<file path="src/rtl/bin_to_bcd_seq.sv">
// bin_to_bcd_seq: sequential binary-to-BCD converter using iterative
// double-dabble, with optional two's-complement sign extraction.
// It sits between the bus-loaded output register and the multiplexed
// seven-segment driver. Committed results (bcd, negative, blank) are held
// stable between conversions, so the display never shows partial values.
//
// Optional feature macro: BIN_TO_BCD_LEADING_ZERO_BLANK_EN
//   defined   -> blank[i] marks leading-zero digits (i > 0) at commit
//   undefined -> blank is tied to zero and no blanking logic exists
module bin_to_bcd_seq #(
    parameter int IN_WIDTH   = 8,
    parameter int BCD_DIGITS = 3
) (
    input  logic                    clk,
    input  logic                    rst,
    input  logic [IN_WIDTH-1:0]     in,
    input  logic                    load,
    input  logic                    twos_complement,
    output logic                    busy,
    output logic                    done,
    output logic [4*BCD_DIGITS-1:0] bcd,
    output logic                    negative,
    output logic [BCD_DIGITS-1:0]   blank
);

    localparam int CW = $clog2(IN_WIDTH + 1);
    localparam int SW = 4 * BCD_DIGITS;

    typedef enum logic [1:0] {
        ST_IDLE  = 2'd0,
        ST_SHIFT = 2'd1,
        ST_DONE  = 2'd2
    } state_t;

    // Add 3 to every digit that is 5 or more, so that the following left
    // shift carries correctly into the next decimal digit.
    function automatic logic [SW-1:0] dabble_adjust(input logic [SW-1:0] s);
        logic [SW-1:0] r;
        r = s;
        for (int i = 0; i < BCD_DIGITS; i++) begin
            if (s[4*i +: 4] >= 4'd5) begin
                r[4*i +: 4] = s[4*i +: 4] + 4'd3;
            end else begin
                r[4*i +: 4] = s[4*i +: 4];
            end
        end
        return r;
    endfunction

`ifdef BIN_TO_BCD_LEADING_ZERO_BLANK_EN
    // Digit i (i > 0) is blanked when it and every more-significant digit
    // are zero. Digit 0 is never blanked so a zero value still shows "0".
    function automatic logic [BCD_DIGITS-1:0] blank_mask(input logic [SW-1:0] d);
        logic [BCD_DIGITS-1:0] m;
        logic                  all_zero;
        m        = {BCD_DIGITS{1'b0}};
        all_zero = 1'b1;
        for (int i = BCD_DIGITS - 1; i > 0; i--) begin
            if (d[4*i +: 4] != 4'd0) begin
                all_zero = 1'b0;
            end else begin
                all_zero = all_zero;
            end
            m[i] = all_zero;
        end
        m[0] = 1'b0;
        return m;
    endfunction
`endif

    state_t              state_r;
    state_t              state_next_s;
    logic [CW-1:0]       count_r;
    logic [IN_WIDTH-1:0] bin_r;
    logic [SW-1:0]       scratch_r;
    logic                sign_r;
    logic [SW-1:0]       bcd_r;
    logic                negative_r;
    logic                busy_r;
    logic                done_r;
    logic                busy_next_s;
    logic                done_next_s;

    logic [SW-1:0]       adjusted_s;
    logic [SW-1:0]       shifted_scratch_s;
    logic [IN_WIDTH-1:0] shifted_bin_s;
    logic [IN_WIDTH-1:0] magnitude_s;
    logic                sign_s;
    logic                last_shift_s;

    // State register.
    always_ff @(posedge clk) begin
        if (rst) begin
            state_r <= ST_IDLE;
        end else begin
            state_r <= state_next_s;
        end
    end

    // Next-state logic: load is honoured only in IDLE, so requests while
    // busy are dropped rather than queued.
    always_comb begin
        state_next_s = state_r;
        case (state_r)
            ST_IDLE: begin
                if (load) begin
                    state_next_s = ST_SHIFT;
                end else begin
                    state_next_s = ST_IDLE;
                end
            end
            ST_SHIFT: begin
                if (last_shift_s) begin
                    state_next_s = ST_DONE;
                end else begin
                    state_next_s = ST_SHIFT;
                end
            end
            ST_DONE: begin
                state_next_s = ST_IDLE;
            end
            default: begin
                state_next_s = ST_IDLE;
            end
        endcase
    end

    // Output decode from the next state so busy/done come straight from flops.
    always_comb begin
        busy_next_s = 1'b0;
        done_next_s = 1'b0;
        case (state_next_s)
            ST_IDLE: begin
                busy_next_s = 1'b0;
                done_next_s = 1'b0;
            end
            ST_SHIFT: begin
                busy_next_s = 1'b1;
                done_next_s = 1'b0;
            end
            ST_DONE: begin
                busy_next_s = 1'b1;
                done_next_s = 1'b1;
            end
            default: begin
                busy_next_s = 1'b0;
                done_next_s = 1'b0;
            end
        endcase
    end

    // Status flag registers.
    always_ff @(posedge clk) begin
        if (rst) begin
            busy_r <= 1'b0;
            done_r <= 1'b0;
        end else begin
            busy_r <= busy_next_s;
            done_r <= done_next_s;
        end
    end

    // Magnitude/sign extraction of the input, used only at load time.
    // The most negative value maps to an unsigned magnitude, so no overflow.
    always_comb begin
        magnitude_s = in;
        sign_s      = 1'b0;
        if (twos_complement && in[IN_WIDTH-1]) begin
            magnitude_s = ~in + IN_WIDTH'(1);
            sign_s      = 1'b1;
        end else begin
            magnitude_s = in;
            sign_s      = 1'b0;
        end
    end

    // One double-dabble step: adjust digits, then shift {scratch, bin} left.
    always_comb begin
        adjusted_s        = dabble_adjust(scratch_r);
        shifted_scratch_s = {adjusted_s[SW-2:0], bin_r[IN_WIDTH-1]};
        shifted_bin_s     = bin_r << 1;
        last_shift_s      = (count_r == CW'(1));
    end

    // Conversion datapath and committed results; results only change at the
    // final shift edge or on reset.
    always_ff @(posedge clk) begin
        if (rst) begin
            count_r    <= {CW{1'b0}};
            bin_r      <= {IN_WIDTH{1'b0}};
            scratch_r  <= {SW{1'b0}};
            sign_r     <= 1'b0;
            bcd_r      <= {SW{1'b0}};
            negative_r <= 1'b0;
        end else begin
            case (state_r)
                ST_IDLE: begin
                    if (load) begin
                        bin_r     <= magnitude_s;
                        scratch_r <= {SW{1'b0}};
                        sign_r    <= sign_s;
                        count_r   <= CW'(IN_WIDTH);
                    end else begin
                        bin_r     <= bin_r;
                    end
                end
                ST_SHIFT: begin
                    scratch_r <= shifted_scratch_s;
                    bin_r     <= shifted_bin_s;
                    count_r   <= count_r - CW'(1);
                    if (last_shift_s) begin
                        bcd_r      <= shifted_scratch_s;
                        negative_r <= sign_r;
                    end else begin
                        bcd_r      <= bcd_r;
                    end
                end
                ST_DONE: begin
                    count_r <= count_r;
                end
                default: begin
                    count_r <= {CW{1'b0}};
                end
            endcase
        end
    end

`ifdef BIN_TO_BCD_LEADING_ZERO_BLANK_EN
    logic [BCD_DIGITS-1:0] blank_r;

    // Leading-zero mask, committed together with the digits.
    always_ff @(posedge clk) begin
        if (rst) begin
            blank_r <= {BCD_DIGITS{1'b0}};
        end else if ((state_r == ST_SHIFT) && last_shift_s) begin
            blank_r <= blank_mask(shifted_scratch_s);
        end else begin
            blank_r <= blank_r;
        end
    end

    assign blank = blank_r;
`else
    assign blank = {BCD_DIGITS{1'b0}};
`endif

    assign busy     = busy_r;
    assign done     = done_r;
    assign bcd      = bcd_r;
    assign negative = negative_r;

endmodule

</file>
<file path="config.mk">
export PLATFORM = sky130hd
export DESIGN_NAME = bin_to_bcd_seq
export DESIGN_NICKNAME = d
export VERILOG_FILES = /design/src/rtl/bin_to_bcd_seq.sv
export SDC_FILE = /design/constraint.sdc
export NUM_CORES = 1
export LEC_CHECK = 0
export CORE_MARGIN = 5
export CORE_UTILIZATION = 58
export CTS_CLUSTER_SIZE = 25
export DETAILED_ROUTE_END_ITERATION = 12
export GPL_ROUTABILITY_DRIVEN = 0
export PLACE_DENSITY = 0.81
export SLEW_MARGIN = 30
export SYNTH_ARGS = -nofsm -noshare
export SYNTH_HDL_FRONTEND = slang
export SYNTH_SLANG_ARGS = --single-unit
</file>
<file path="constraint.sdc">
create_clock -name clk -period 2.8 [get_ports clk]
set_clock_uncertainty 0.15 [all_clocks]
set_input_delay 0.56 -clock clk [delete_from_list [all_inputs] [get_ports clk]]
set_output_delay 0.56 -clock clk [all_outputs]
set_load 0.01 [all_outputs]
</file>
Word-level counts from Yosys, hierarchy flattened
Cells that the tools add are included.
{ "word_totals": {"ff_bits": 42, "out_inout_bits": 18, "word_cells": 49} }
{ "op_classes": {"addsub": 5, "n_lt_le_gt_ge": 3, "n_eq_ne": 6, "n_mux": 16, "n_bitwise": 2, "n_reduce_logical": 8} }
{ "op_table": {"columns": ["operator", "count"], "rows": [
  ["12-bit one-hot mux with 2 select lines", 1],
  ["8-bit two-way mux", 2],
  ["8-bit one-hot mux with 2 select lines", 1],
  ["4-bit by 3-bit >= comparator with 1-bit output (second input constant)", 3],
  ["12-bit two-way mux", 1],
  ["4-bit two-way mux", 3],
  ["4-bit one-hot mux with 3 select lines", 1],
  ["4-bit by 2-bit adder with 4-bit output (second input constant)", 2],
  ["8-bit by 1-bit adder with 8-bit output (second input constant)", 1],
  ["8-bit NOT", 1],
  ["2-bit AND reduction", 4],
  ["2-bit by 1-bit == test with 1-bit output (second input constant)", 2],
  ["2-bit == test (second input constant)", 2],
  ["4-bit by 1-bit == test with 1-bit output (second input constant)", 1],
  ["1-bit two-way mux", 4],
  ["2-bit one-hot mux with 2 select lines", 1],
  ["4-bit by 1-bit subtractor with 4-bit output (second input constant)", 1],
  ["3-bit by 2-bit adder with 3-bit output (second input constant)", 1],
  ["3-bit two-way mux", 1],
  ["2-bit logical NOT", 1],
  ["2-bit two-way mux", 1],
  ["2-bit inequality test (second input constant)", 1],
  ["2-bit nonzero test", 1],
  ["2-bit OR reduction", 1],
  ["2 further kinds", 2]
]} }

Logic depth before layout (Yosys ltp)
{ "logic_depth": {"word_depth": 6, "ltp_mapped": 7, "ltp_nobuf": 6} }

Worst setup path before layout
OpenSTA, ideal clock, no wires.
{ "synth_path": {"path_type": "input to register", "start": "input in[1]", "end": "register bin_r[5]", "setup_ns": 0.130, "arrival_ns": 1.439, "t_required_ns": 2.520, "path_slack_ns": 1.082, "stages": 4, "path_cell_list": "or4_4 -> o21bai_2 -> xor2_1 -> o22ai_1"} }
{ "synth_between": {"elab_chain_len": 5} }
{ "synth_rtl": {"columns": ["element", "line", "text"], "rows": [
  ["start, declared", "16", "input logic [IN_WIDTH-1:0] in,"],
  ["8-bit NOT", "169", "magnitude_s = ~in + IN_WIDTH'(1);"],
  ["8-bit by 1-bit adder with 8-bit output", "169", null],
  ["8-bit two-way mux", "168", "if (twos_complement && in[IN_WIDTH-1]) begin"],
  ["8-bit two-way mux", "198", "if (load) begin"],
  ["8-bit one-hot mux with 2 select lines", "196", "case (state_r)"],
  ["end signal, assigned", "199", "bin_r <= magnitude_s;"],
  ["end signal, assigned", "204", "bin_r <= bin_r;"],
  ["end signal, assigned", "209", "bin_r <= shifted_bin_s;"],
  ["end, declared", "74", "logic [IN_WIDTH-1:0] bin_r;"]
]} }
Every way passes these cells. The select of a mux whose other input is x is not followed.
A chain may end at the register's enable or synchronous reset.

Worst setup path in the final report
{ "layout_path": {"start": "register count_r[0]", "end": "register bcd_r[3] (netlist: bcd[3])"} }
{ "layout_between": {"elab_chain_len": 2} }
{ "layout_rtl": {"columns": ["element", "line", "text"], "rows": [
  ["start, declared", "73", "logic [CW-1:0] count_r;"],
  ["start signal, assigned", "189", "count_r <= {CW{1'b0}};"],
  ["start signal, assigned", "202", "count_r <= CW'(IN_WIDTH);"],
  ["start signal, assigned", "210", "count_r <= count_r - CW'(1);"],
  ["4-bit by 1-bit == test with 1-bit output", "182", "last_shift_s = (count_r == CW'(1));"],
  ["2-bit AND reduction (no source line)", null, null],
  ["end signal, assigned", "193", "bcd_r <= {SW{1'b0}};"],
  ["end signal, assigned", "212", "bcd_r <= shifted_scratch_s;"],
  ["end signal, assigned", "215", "bcd_r <= bcd_r;"],
  ["end, declared", "77", "logic [SW-1:0] bcd_r;"]
]} }
Every way passes these cells.

==> impl_metrics.toml <==
[run_status]
status = "finished clean"

[synth]
synth_compound_area_frac = 0.210
synthXorXnorAreaFrac = 0.0379
synth.largest_area_cell = "dfxtp_1"
synth_area_leaders = "dfxtp_1, ha_1, o21ai_0"
synthAdderAreaFrac = 0.0601
synth-simple-area-share = 0.192
netlist_area_um2 = 2080
synth_top_family_by_area = "compound AO/OA/AOI/OAI gates"
async_flop_share = 0
synth.area.mux_share = 0.0313
synth_cell_types = 40
ys.flop_type = "dfxtp_1"
synth_edf_count = 0
ys_seq_area_frac = 0.404
synth.top_cell.area_share = 0.404
synthCells = 232
yosysWarnings = 0
synth-seq-cells = 42
syn_avg_cell_area_um2 = 8.97

[power]
p_switching_w = 0.000268
switching_share = 0.252
p_comb_frac = 0.133
powerDensity_nw_per_um2 = 441
p_seq_frac = 0.593
vdd_drop_max_mv = 0.312
internal_power_w = 0.000796
clkPwrFrac = 0.274
total_leakage_power_nw = 0.838

[die]
rows = 21
die_h_um = 69.9
die_area_um2 = 4890
core_area_um2 = 3420
fp.dieW_um = 69.9
io_pins = 30
start_util = 0.610

[worst_setup_path]
crit_type = "flip-flop to flip-flop"
cp_data_arrival_time_ps = 2120
cpPeakStageDelay_ps = 420
cp-start-kind = "flip-flop"
crit_fanout = 10
required_ps = 2910
slowest_stage = "dfxtp_1"
worstPathCellList = "ha_1 > nand4bb_2 > nor2_2 > buf_4 > nor2_1 > a211oi_1"
crit_path_end_kind = "flip-flop"

[routing]
via_per_inst = 5.44
wl_per_cell_um = 13.3
routed_wl_um = 3980
drc = 0
drtAntennaViolNets = 0
dr.first_iter.drc_count = 104
num_vias = 1631
first_pass_iters = 4

[placed_design]
numPortBuffers = 26
hpwl_um = 2800
dpl.cell_count = 294

[timing]
rsz0062_at_grt = "no"
period_share = 0.717
final.setup.tns_ps = 0
final-setup-viol-count = 0
fmax_mhz = 498
slew_violations = 0
hold_viol_final = 0
maxSlewHeadroom = 0.626
period_needed_ps = 2010
worst_pin_slew_ps = 561

[layout]
multi_input_area_um2 = 1120
seq_area_um2 = 841
final_cell_count_no_fill = 300
fill_cells = 287
layout.nets = 277
area_growth_pct = 15.9
diodes = 0
layout-drive-gt1-share = 0.0945

[grt]
antenna_found_initial = 0
grt_usage = 0.174
grt_max_degree = 45
grt.overflow.total = 0
grt_pass1_vias = 1549
grt_first_pass_wirelength_um = 7010

[cts]
insertion_delay_ps = 350
numCtsBuffers = 5
clock_sinks = 42
cts_buffer_depth = 2
clk_pin_slew_ps = 110
postCtsHoldBufs = 0
post_cts_resized = 0
cts_setup_buffers = 0
cts_tree = "yes"
htree_levels = 2
cts_root_buf = "clkbuf_4"

[min_path]
hold_path.class = "flip-flop to flip-flop"

[run]
max_cap_viol_count = 0
[critical path, delay by kind of cell, from the launching register on]
| family | cells | cell delay (ps) |
|---|---|---|
| simple gates | 3 | 660 |
| compound gates | 1 | 220 |
| flops | 1 | 420 |
| fa+ha+maj | 1 | 200 |
| buf+inv | 1 | 270 |
[registers in the layout (all words and copies together), names as in the netlist]
name,cells
state_r,2
count_r,4
bcd,12
scratch_r,12
busy,1
sign_r,1
bin_r,8
done,1
negative,1
[final cells by class]
type / count / share of cell area
Multi-Input combinational cell: 164 / 0.464
Sequential cell: 42 / 0.349
Timing Repair Buffer: 29 / 0.122
Tap cell: 46 / 0.0239
Clock buffer: 6 / 0.0213
Inverter: 13 / 0.0202
[metrics by stage]
stage	worst slack (ps)	utilization	power [W]	instance area, um2	hold WS (ps)
floorplan	1080	-	0.000738	2090	300
global placement	520	0.691	0.000784	2360	314
detailed placement	481	0.691	0.000786	2360	314
CTS	782	0.706	0.00108	2410	332
global route	576	0.706	0.00113	2410	371
finish	793	0.706	0.00106	2410	331
[final timing paths]
path / from / slack (ps) / endpoint / cells after the start
max: count_r[0] / 790 / bcd[3] / 6
min: sign_r / 330 / sign_r / 2
max reg2reg: count_r[0] / 790 / bcd[3] / 6
min reg2reg: sign_r / 330 / sign_r / 2
[routing by layer]
| metal | vias to the layer above | GRT usage | wire length [um] |
|---|---|---|---|
| met5 | - | 0 | 0 |
| met4 | 0 | 0.0702 | 72 |
| met3 | 8 | 0.0359 | 144 |
| met2 | 27 | 0.283 | 1820 |
| met1 | 738 | 0.224 | 1940 |
| li1 | 858 | - | - |
[logic make-up (layout without fill, tap and decap cells)]
kind of cell | count (synthesis) | in the layout
flip-flops | 42 | 42
adder cells (fa/ha/maj) | 10 | 10
other | 1 | 3
AO/OA/AOI/OAI | 65 | 65
multiplexers | 6 | 6
buffers and inverters | 28 | 48
XOR/XNOR | 9 | 9
AND/OR/NAND/NOR | 71 | 71
[layout by cell type, fill, tap and decap left out, drive strengths merged, types with 8 or more instances in the layout]
| master | n |
|---|---|
| a21oi | 17 |
| a22oi | 8 |
| clkdlybuf4s50 | 26 |
| dfxtp | 42 |
| ha | 10 |
| inv | 13 |
| nand2b | 14 |
| nor2 | 22 |
| o21ai | 20 |
| o22ai | 10 |
[power by group through the flow]
| stage | Combinational (W) | Clock (W) | Sequential [W] |
|---|---|---|---|
| 6_report | 0.000142 | 0.000291 | 0.000631 |
| 2_1_floorplan | 0.0000954 | 0 | 0.000643 |
| 3_5_place_dp | 0.000141 | 0 | 0.000645 |
| 3_3_place_gp | 0.000139 | 0 | 0.000645 |
| 5_1_grt | 0.000158 | 0.000333 | 0.000635 |
| 4_1_cts | 0.000142 | 0.000302 | 0.000632 |
[Yosys cell counts, drive strengths merged (2+ instances only)]
cell	instances
nand2	5
nor3b	4
and2	3
a222oi	2
clkbuf	8
mux2	4
dfxtp	42
o22ai	10
ha	10
nand2b	14
o21ai	20
xnor2	7
nor2	22
nand3	4
mux2i	2
a31oi	2
inv	13
xor2	2
nor3	5
a22oi	8
nor2b	2
a21oi	17
buf	7
a211oi	2
nand3b	7
Power figures use the tool's default switching activity.
